===== src/rtl/regfile_pkg.sv =====
// regfile_pkg
//   Shared defaults for param_regfile: geometry, the fixed addresses of the
//   memory-mapped I/O registers and the PC-save group, and a helper that
//   sizes the PC-save group from the PC and register widths.
package regfile_pkg;

   localparam int DEF_DATA_W   = 16;
   localparam int DEF_ADDR_W   = 4;
   localparam int DEF_NUM_RD   = 2;
   localparam int DEF_PC_W     = 32;

   localparam int REG_IN_ADDR  = 8;
   localparam int REG_OUT_ADDR = 7;
   localparam int REG_PC_BASE  = 9;

   // Number of DATA_W-wide registers needed to hold one saved PC.
   function automatic int calc_npc(input int pc_w, input int data_w);
      return pc_w / data_w;
   endfunction

endpackage


===== src/rtl/regfile_read_port.sv =====
// regfile_read_port
//   One registered read port: selects a register from the flattened
//   register image and captures it on the rising edge.
//   Build option REGFILE_BYPASS_EN: when defined, a register being written
//   at the same edge returns its new value (write-first); otherwise the
//   current contents are returned (read-first).
// Ports
//   clk      clock
//   rst      synchronous active-low reset, clears rd_data
//   rd_addr  register address for this port
//   rd_cur   flattened current register image (inport already spliced in)
//   rd_nxt   flattened next-value image        (REGFILE_BYPASS_EN only)
//   rd_wen   per-register accepted-update flags (REGFILE_BYPASS_EN only)
//   rd_data  registered read data
module regfile_read_port #(
   parameter int DATA_W = 16,
   parameter int ADDR_W = 4
) (
   input  logic                            clk,
   input  logic                            rst,
   input  logic [ADDR_W-1:0]               rd_addr,
   input  logic [(2**ADDR_W)*DATA_W-1:0]   rd_cur,
`ifdef REGFILE_BYPASS_EN
   input  logic [(2**ADDR_W)*DATA_W-1:0]   rd_nxt,
   input  logic [(2**ADDR_W)-1:0]          rd_wen,
`endif
   output logic [DATA_W-1:0]               rd_data
);

   logic [DATA_W-1:0] sel;

   always_comb begin
      sel = rd_cur[rd_addr*DATA_W +: DATA_W];
`ifdef REGFILE_BYPASS_EN
      if (rd_wen[rd_addr]) begin
         sel = rd_nxt[rd_addr*DATA_W +: DATA_W];
      end
`endif
   end

   always_ff @(posedge clk) begin
      if (!rst) begin
         rd_data <= '0;
      end else begin
         rd_data <= sel;
      end
   end

endmodule


===== src/rtl/param_regfile.sv =====
// param_regfile
//   Decode-stage register file with configurable width, depth and number of
//   registered read ports. One register mirrors inport, one drives outport,
//   and a group of NPC registers holds the PC saved on interrupt/call entry.
//   Update priority per register: reset > PC save > inport capture >
//   architectural write.
//   Build option REGFILE_BYPASS_EN: write-first reads (see regfile_read_port).
// Ports
//   clk               clock
//   rst               synchronous active-low reset
//   write_enable      architectural write strobe
//   write_addr        write address
//   write_data        write data
//   read_addr         packed read addresses, port k at [k*ADDR_W +: ADDR_W]
//   read_data         packed registered read data, port k at [k*DATA_W +: DATA_W]
//   inport            external input, captured into IN_ADDR every cycle
//   outport           contents of register OUT_ADDR
//   privateRegWrite   PC-save strobe (level sampled)
//   PC                PC value to save, low half into PC_BASE
//   privateRegResult  concatenated PC-save registers
module param_regfile
   import regfile_pkg::*;
#(
   parameter int DATA_W   = DEF_DATA_W,
   parameter int ADDR_W   = DEF_ADDR_W,
   parameter int NUM_RD   = DEF_NUM_RD,
   parameter int PC_W     = DEF_PC_W,
   parameter int IN_ADDR  = REG_IN_ADDR,
   parameter int OUT_ADDR = REG_OUT_ADDR,
   parameter int PC_BASE  = REG_PC_BASE
) (
   input  logic                     clk,
   input  logic                     rst,
   input  logic                     write_enable,
   input  logic [ADDR_W-1:0]        write_addr,
   input  logic [DATA_W-1:0]        write_data,
   input  logic [NUM_RD*ADDR_W-1:0] read_addr,
   output logic [NUM_RD*DATA_W-1:0] read_data,
   input  logic [DATA_W-1:0]        inport,
   output logic [DATA_W-1:0]        outport,
   input  logic                     privateRegWrite,
   input  logic [PC_W-1:0]          PC,
   output logic [PC_W-1:0]          privateRegResult
);

   localparam int DEPTH  = 2**ADDR_W;
   localparam int NPC    = calc_npc(PC_W, DATA_W);
   localparam int PC_TOP = PC_BASE + NPC - 1;

   if (PC_W % DATA_W != 0) begin : g_chk_pc_w
      $error("param_regfile: PC_W must be a multiple of DATA_W");
   end
   if (PC_TOP >= DEPTH || IN_ADDR >= DEPTH || OUT_ADDR >= DEPTH) begin : g_chk_range
      $error("param_regfile: special register address out of range");
   end
   if (IN_ADDR == OUT_ADDR ||
       (IN_ADDR  >= PC_BASE && IN_ADDR  <= PC_TOP) ||
       (OUT_ADDR >= PC_BASE && OUT_ADDR <= PC_TOP)) begin : g_chk_overlap
      $error("param_regfile: inport, outport and PC-save registers overlap");
   end

   // Flattened register image seen by the read ports; the inport slot carries
   // the live inport so reads of IN_ADDR return the value present at the edge.
   logic [DEPTH*DATA_W-1:0] rd_cur;
`ifdef REGFILE_BYPASS_EN
   logic [DEPTH*DATA_W-1:0] rd_nxt;
   logic [DEPTH-1:0]        rd_wen;
`endif

   for (genvar g = 0; g < DEPTH; g++) begin : g_reg
      localparam bit IS_IN  = (g == IN_ADDR);
      localparam bit IS_OUT = (g == OUT_ADDR);
      localparam bit IS_PC  = (g >= PC_BASE) && (g <= PC_TOP);
      localparam int PC_IDX = IS_PC ? (g - PC_BASE) : 0;

      logic [DATA_W-1:0] q;
      logic [DATA_W-1:0] nxt;
      logic              wen;

      always_comb begin
         nxt = '0;
         wen = 1'b0;
         if (IS_PC && privateRegWrite) begin
            nxt = PC[PC_IDX*DATA_W +: DATA_W];
            wen = 1'b1;
         end else if (IS_IN) begin
            nxt = inport;
            wen = 1'b1;
         end else if (write_enable && (write_addr == ADDR_W'(g))) begin
            nxt = write_data;
            wen = 1'b1;
         end
      end

      always_ff @(posedge clk) begin
         if (!rst) begin
            q <= '0;
         end else if (wen) begin
            q <= nxt;
         end
      end

      assign rd_cur[g*DATA_W +: DATA_W] = IS_IN ? inport : q;
`ifdef REGFILE_BYPASS_EN
      assign rd_nxt[g*DATA_W +: DATA_W] = nxt;
      assign rd_wen[g]                  = wen;
`endif

      if (IS_OUT) begin : g_out
         assign outport = q;
      end
      if (IS_PC) begin : g_pc
         assign privateRegResult[PC_IDX*DATA_W +: DATA_W] = q;
      end
   end

   for (genvar k = 0; k < NUM_RD; k++) begin : g_rd
      regfile_read_port #(
         .DATA_W (DATA_W),
         .ADDR_W (ADDR_W)
      ) u_rd (
         .clk     (clk),
         .rst     (rst),
         .rd_addr (read_addr[k*ADDR_W +: ADDR_W]),
         .rd_cur  (rd_cur),
`ifdef REGFILE_BYPASS_EN
         .rd_nxt  (rd_nxt),
         .rd_wen  (rd_wen),
`endif
         .rd_data (read_data[k*DATA_W +: DATA_W])
      );
   end

endmodule


===== config.mk =====
export PLATFORM = sky130hd
export DESIGN_NAME = param_regfile
export DESIGN_NICKNAME = d
export VERILOG_FILES = /design/src/rtl/regfile_pkg.sv /design/src/rtl/regfile_read_port.sv /design/src/rtl/param_regfile.sv
export SDC_FILE = /design/constraint.sdc
export NUM_CORES = 1
export LEC_CHECK = 0
export BUFFER_PORTS_ARGS = -buffer_cell sky130_fd_sc_hd__buf_2
export CORE_MARGIN = 2
export CORE_UTILIZATION = 45
export DETAILED_ROUTE_END_ITERATION = 16
export GPL_TIMING_DRIVEN = 0
export SLEW_MARGIN = 20
export SYNTH_ARGS = -nofsm -noshare
export SYNTH_HDL_FRONTEND = slang
export SYNTH_SLANG_ARGS = --single-unit
export TNS_END_PERCENT = 20

===== constraint.sdc =====
create_clock -name clk -period 2.7 [get_ports clk]
set_clock_uncertainty 0.1 [all_clocks]
set_input_delay 0.27 -clock clk [delete_from_list [all_inputs] [get_ports clk]]
set_output_delay 0.27 -clock clk [all_outputs]
set_load 0.02 [all_outputs]

======== Word-level counts from Yosys, hierarchy flattened ========
Index checks and enable logic that the tools add are counted.
storage, ports and cells
  register bits after elaboration ......... 272
  bits in latches ......................... 0
  memory bits (writable) .................. 0
  bits in read-only memories .............. 0
  input bits .............................. 80
  output and inout port bits .............. 80
  logic and storage cells ................. 83
  memories ................................ 0
cells by class
  add/sub/neg operators ................... 0
  $mul .................................... 0
  divide/modulo/power cells ............... 0
  magnitude comparators ................... 0
  equality and inequality tests ........... 14
  shift-type cells ........................ 2
  multiplexer cells ....................... 34
  bitwise gates (word level) .............. 0
  reduce and logical (&&, ||, !) cells .... 16
operators by type and width
  kind                count
  $shiftx 256x9->16   2
  $mux 16             17
  $eq 4x4->1 const B  7
  $mux 1              17
  $eq 4x3->1 const B  4
  $logic_and 1x1->1   15
  $eq 4x2->1 const B  2
  $eq 4x1->1 const B  1
  $logic_not 4->1     1

======== Logic depth before layout (Yosys ltp) ========
  depth in word-level cells ............... 4
  mapped depth ............................ 7
  depth with buffers taken out ............ 4

======== Cells and area by module ========
A second synthesis with hierarchy kept.
second synthesis, totals
  cell total of the unflattened synthesis .. 1702
  area, all modules ....................... 15363.5 um2
modules (own cells, without submodules)
  module             instances  cells each  area an instance (um2)  sequential area each (um2)
  param_regfile      1          1162        10191.0                 4804.6
  regfile_read_port  2          270         2586.2                  320.3

======== Least setup slack after synthesis ========
No wires, ideal clock.
  path type ............................... in2reg
  start ................................... input port write_addr[3]
  end ..................................... register g_reg[9].q[10]
  library setup time ...................... 116 ps
  arrival ................................. 1585 ps
  data required time ...................... 2484 ps
  slack ................................... 899 ps
  cell stages on the path ................. 6
  path buffers ............................ 2
  path through ............................ buf_2 > nand2_1 > nor3_4 > buf_6 > mux2_1 > o211a_1
between the ends
  cells in the longest elaborated chain, start to end .. 4
  elaborated cells on any way between the ends .. 6
  those cells by class .................... eq/ne (1); mux (4); reduce/logical (1)
RTL lines
  what                               line                 text
  from (decl)                        param_regfile.sv:35  input logic [ADDR_W-1:0] write_addr,
  $eq 4x4->1 (*)                     param_regfile.sv:89  end else if (write_enable && (write_addr == ADDR_W'(g))) begin
  $logic_and 1x1->1 (*)              param_regfile.sv:89
  $mux 16 or $mux 1 (tied branches)  param_regfile.sv:89
  $mux 16 or $mux 1 (tied branches)  param_regfile.sv:83  if (IS_PC && privateRegWrite) begin
  to (signal assigned)               param_regfile.sv:99  q <= nxt;
  to (decl)                          param_regfile.sv:76  logic [DATA_W-1:0] q;
Mark *: on every way between the ends. The rest lies on a longest branch, timed or not.
A chain may end at the register's enable or synchronous reset.

======== Final worst setup path ========
  start ................................... input port read_addr[5]
  end ..................................... register g_rd[1].u_rd.rd_data[10]
between the ends
  cells in the longest elaborated chain, start to end .. 1
RTL lines
  what                  line                     text
  from (decl)           param_regfile.sv:37      input logic [NUM_RD*ADDR_W-1:0] read_addr,
  $shiftx 256x9->16     regfile_read_port.sv:33  sel = rd_cur[rd_addr*DATA_W +: DATA_W];
  to (signal assigned)  regfile_read_port.sv:45  rd_data <= sel;
  to (decl)             regfile_read_port.sv:27  output logic [DATA_W-1:0] rd_data
No other way between the ends.

==> metrics.txt <==
fmax 444.3 MHz; Worst Setup Start Kind input port; Final min period 2.251 ns; synth top area cells dfxtp_1 37%, nand2_1 12%, mux4_2 10%; largest net degree at the start of global routing 15; Die Height 184.4 um; layout cells sized above 1 21.53%; Fillers 3,058; Final #Nets 1,915; Final Hold Vio Count 0; I/O pins 160; CTS tree yes; Distinct cells, synth 41; setup TNS 0 ns; DRT Wirelength 56.70 mm; cell chain of the critical path buf_2 > buf_2 > clkbuf_1 > mux4_2 > o21ai_0 > o21ai_0; htree depth 1; Power Density 552.2 nW/um2; die width 184.4 um; initial core utilization 45.34%; synthesis-to-layout area growth 18.84%; Routed Antenna Nets 0; Gate Count Post-Synth 1,600; Post-CTS Setup Bufs 0; RSZ-0062 raised after global routing no; # setup viols final 0; Clk pin slew, worst setup/hold paths 0.06 ns; post-route cell area 17,400 um2; Slew Viols, Final 0; number of flops mapped to enable cells by yosys 0; relative slew slack 26.61%; Post-CTS Resized 0; critical path class in2reg; Initial DRC Count 1,722; standby leakage power 6.913 nW; Multi-input gate area 8203 um2; routed len/inst 24.69 um; HP Class in2reg; crit share post-route 83.35%; post-synthesis sequential area ratio 37.20%; Syn Area/Cell 9.149 um2; CP Capture Type flip-flop; Core Area 32,290 um2; DP HPWL 41.91 mm; CTS buffer count 31; Mapped Nets 1,680; Synth async-reset ratio 0%; total congestion overflow 0; CTS Hold Bufs 48; Clk Latency, worst-skew pair 0.57 ns; most common cell in the netlist nand2_1; measured slew at the worst slew-check pin 1.101 ns; CP max FO 10; max cap viols 0; row count 66; area leader, netlist dfxtp_1; Root Driver clkbuf_16; Top FF cell, synth dfxtp_1; initial antenna violation count 1; Worst R2R Setup Slack 1.00 ns; area of the mapped netlist 14,640 um2; total track usage 32.94%; Yosys reg bits 272; VDD IR-drop max 0.0004886 V; First-pass DRT Iterations 8; DIE AREA 33,990 um2; Worst Path Arrival 2.50 ns; Placer Congestion 0.9364; via count 13,620; CP max stage delay 0.85 ns; DRC Markers 0; area share of the largest cell type after synthesis 37.20%; dpl cell area 15,960 um2; Port-buffer cells 154; outcome finished clean; area occupied by registers 5445 um2; vias in the first global route 13,010; clock sink count 272; commonest cells in the netlist 459 x nand2_1, 272 x dfxtp_1, 176 x a21boi_0; worst endpoint required time 2.94 ns; first-pass GRT wire length 82.25 mm; vias per inst 5.932; worst-case clock buffer depth 3; Ys Warns 0; CP max stage cell clkbuf_1
[per-stage QoR]
stage               power [W]  hold slack, ns  util [%]  setup slack (ns)  cells
finish               0.009606         0.09716     53.88            0.4495   2296
global route         0.009859          0.1407     53.88            0.5009   2296
CTS                  0.009601         0.09977     53.87            0.5727   2295
detailed placement   0.005551          0.3614     49.44         -0.007919   2196
global placement     0.005538          0.3503     49.44           0.01070   2196
floorplan            0.005044          0.3048         -            0.8986   1600
[sequential cells by signal, summed over array words and instances, names as in the netlist]
| signal | count |
|---|---|
| g.q | 224 |
| g_rd.u_rd.rd_data | 32 |
| outport | 16 |
[critical path: cells and delay by family]
family          cells  cell delay [ns]
buf+inv             3             1.21
mux                 1             0.43
compound gates      2             0.57
[final cells by class]
cell class	count	area share [%]
Inverter	3	0.06473
Buffer	185	5.631
Tap cell	442	3.179
Multi-Input combinational cell	1140	47.15
Clock inverter	4	0.2589
Sequential cell	272	31.30
Timing Repair Buffer	202	7.192
Antenna cell	1	0.01438
Clock buffer	47	5.207
[final timing paths]
check,endpoint,startpoint,cells after the start
worst max-delay path,g_rd[1].u_rd.rd_data[10],read_addr[5],6
worst min-delay path,g_reg[10].q[15],privateRegWrite,3
worst max register to register,g_rd[1].u_rd.rd_data[10],g_reg[10].q[10],3
worst min register to register,g_reg[11].q[10],g_reg[11].q[10],2
[kinds of logic after synthesis]
kind of cell	count (synthesis)	share of synthesized area, %
AO/OA/AOI/OAI	367	18.72
flip-flops	272	37.20
AND/OR/NAND/NOR	539	15.49
multiplexers	234	21.83
buffers and inverters	188	6.769
[where the power goes]
group | internal (W) | leakage (nW) | switching, W
clock | 0.00237 | 0.469 | 0.00168
sequential | 0.00412 | 2.21 | 0.0000810
combinational | 0.000536 | 4.24 | 0.000821
total | 0.00702 | 6.91 | 0.00259
[layer usage]
layer | GRT usage, % | part of all wire [%]
met1 | 44.21 | 41
met2 | 51.73 | 45
met3 | 6.362 | 9.1
met4 | 14.24 | 4.9
met5 | 0 | 0
[layout by cell type (no fill, tap or decap), types with 48 or more instances in the layout]
| master | count |
|---|---|
| buf_2 | 190 |
| mux2i_1 | 137 |
| mux4_2 | 65 |
| clkbuf_1 | 90 |
| buf_4 | 62 |
| dlygate4sd3_1 | 48 |
| nand2_1 | 459 |
| o21ai_0 | 51 |
| dfxtp_1 | 272 |
| a21boi_0 | 176 |
(Power assumes the default switching activity.)
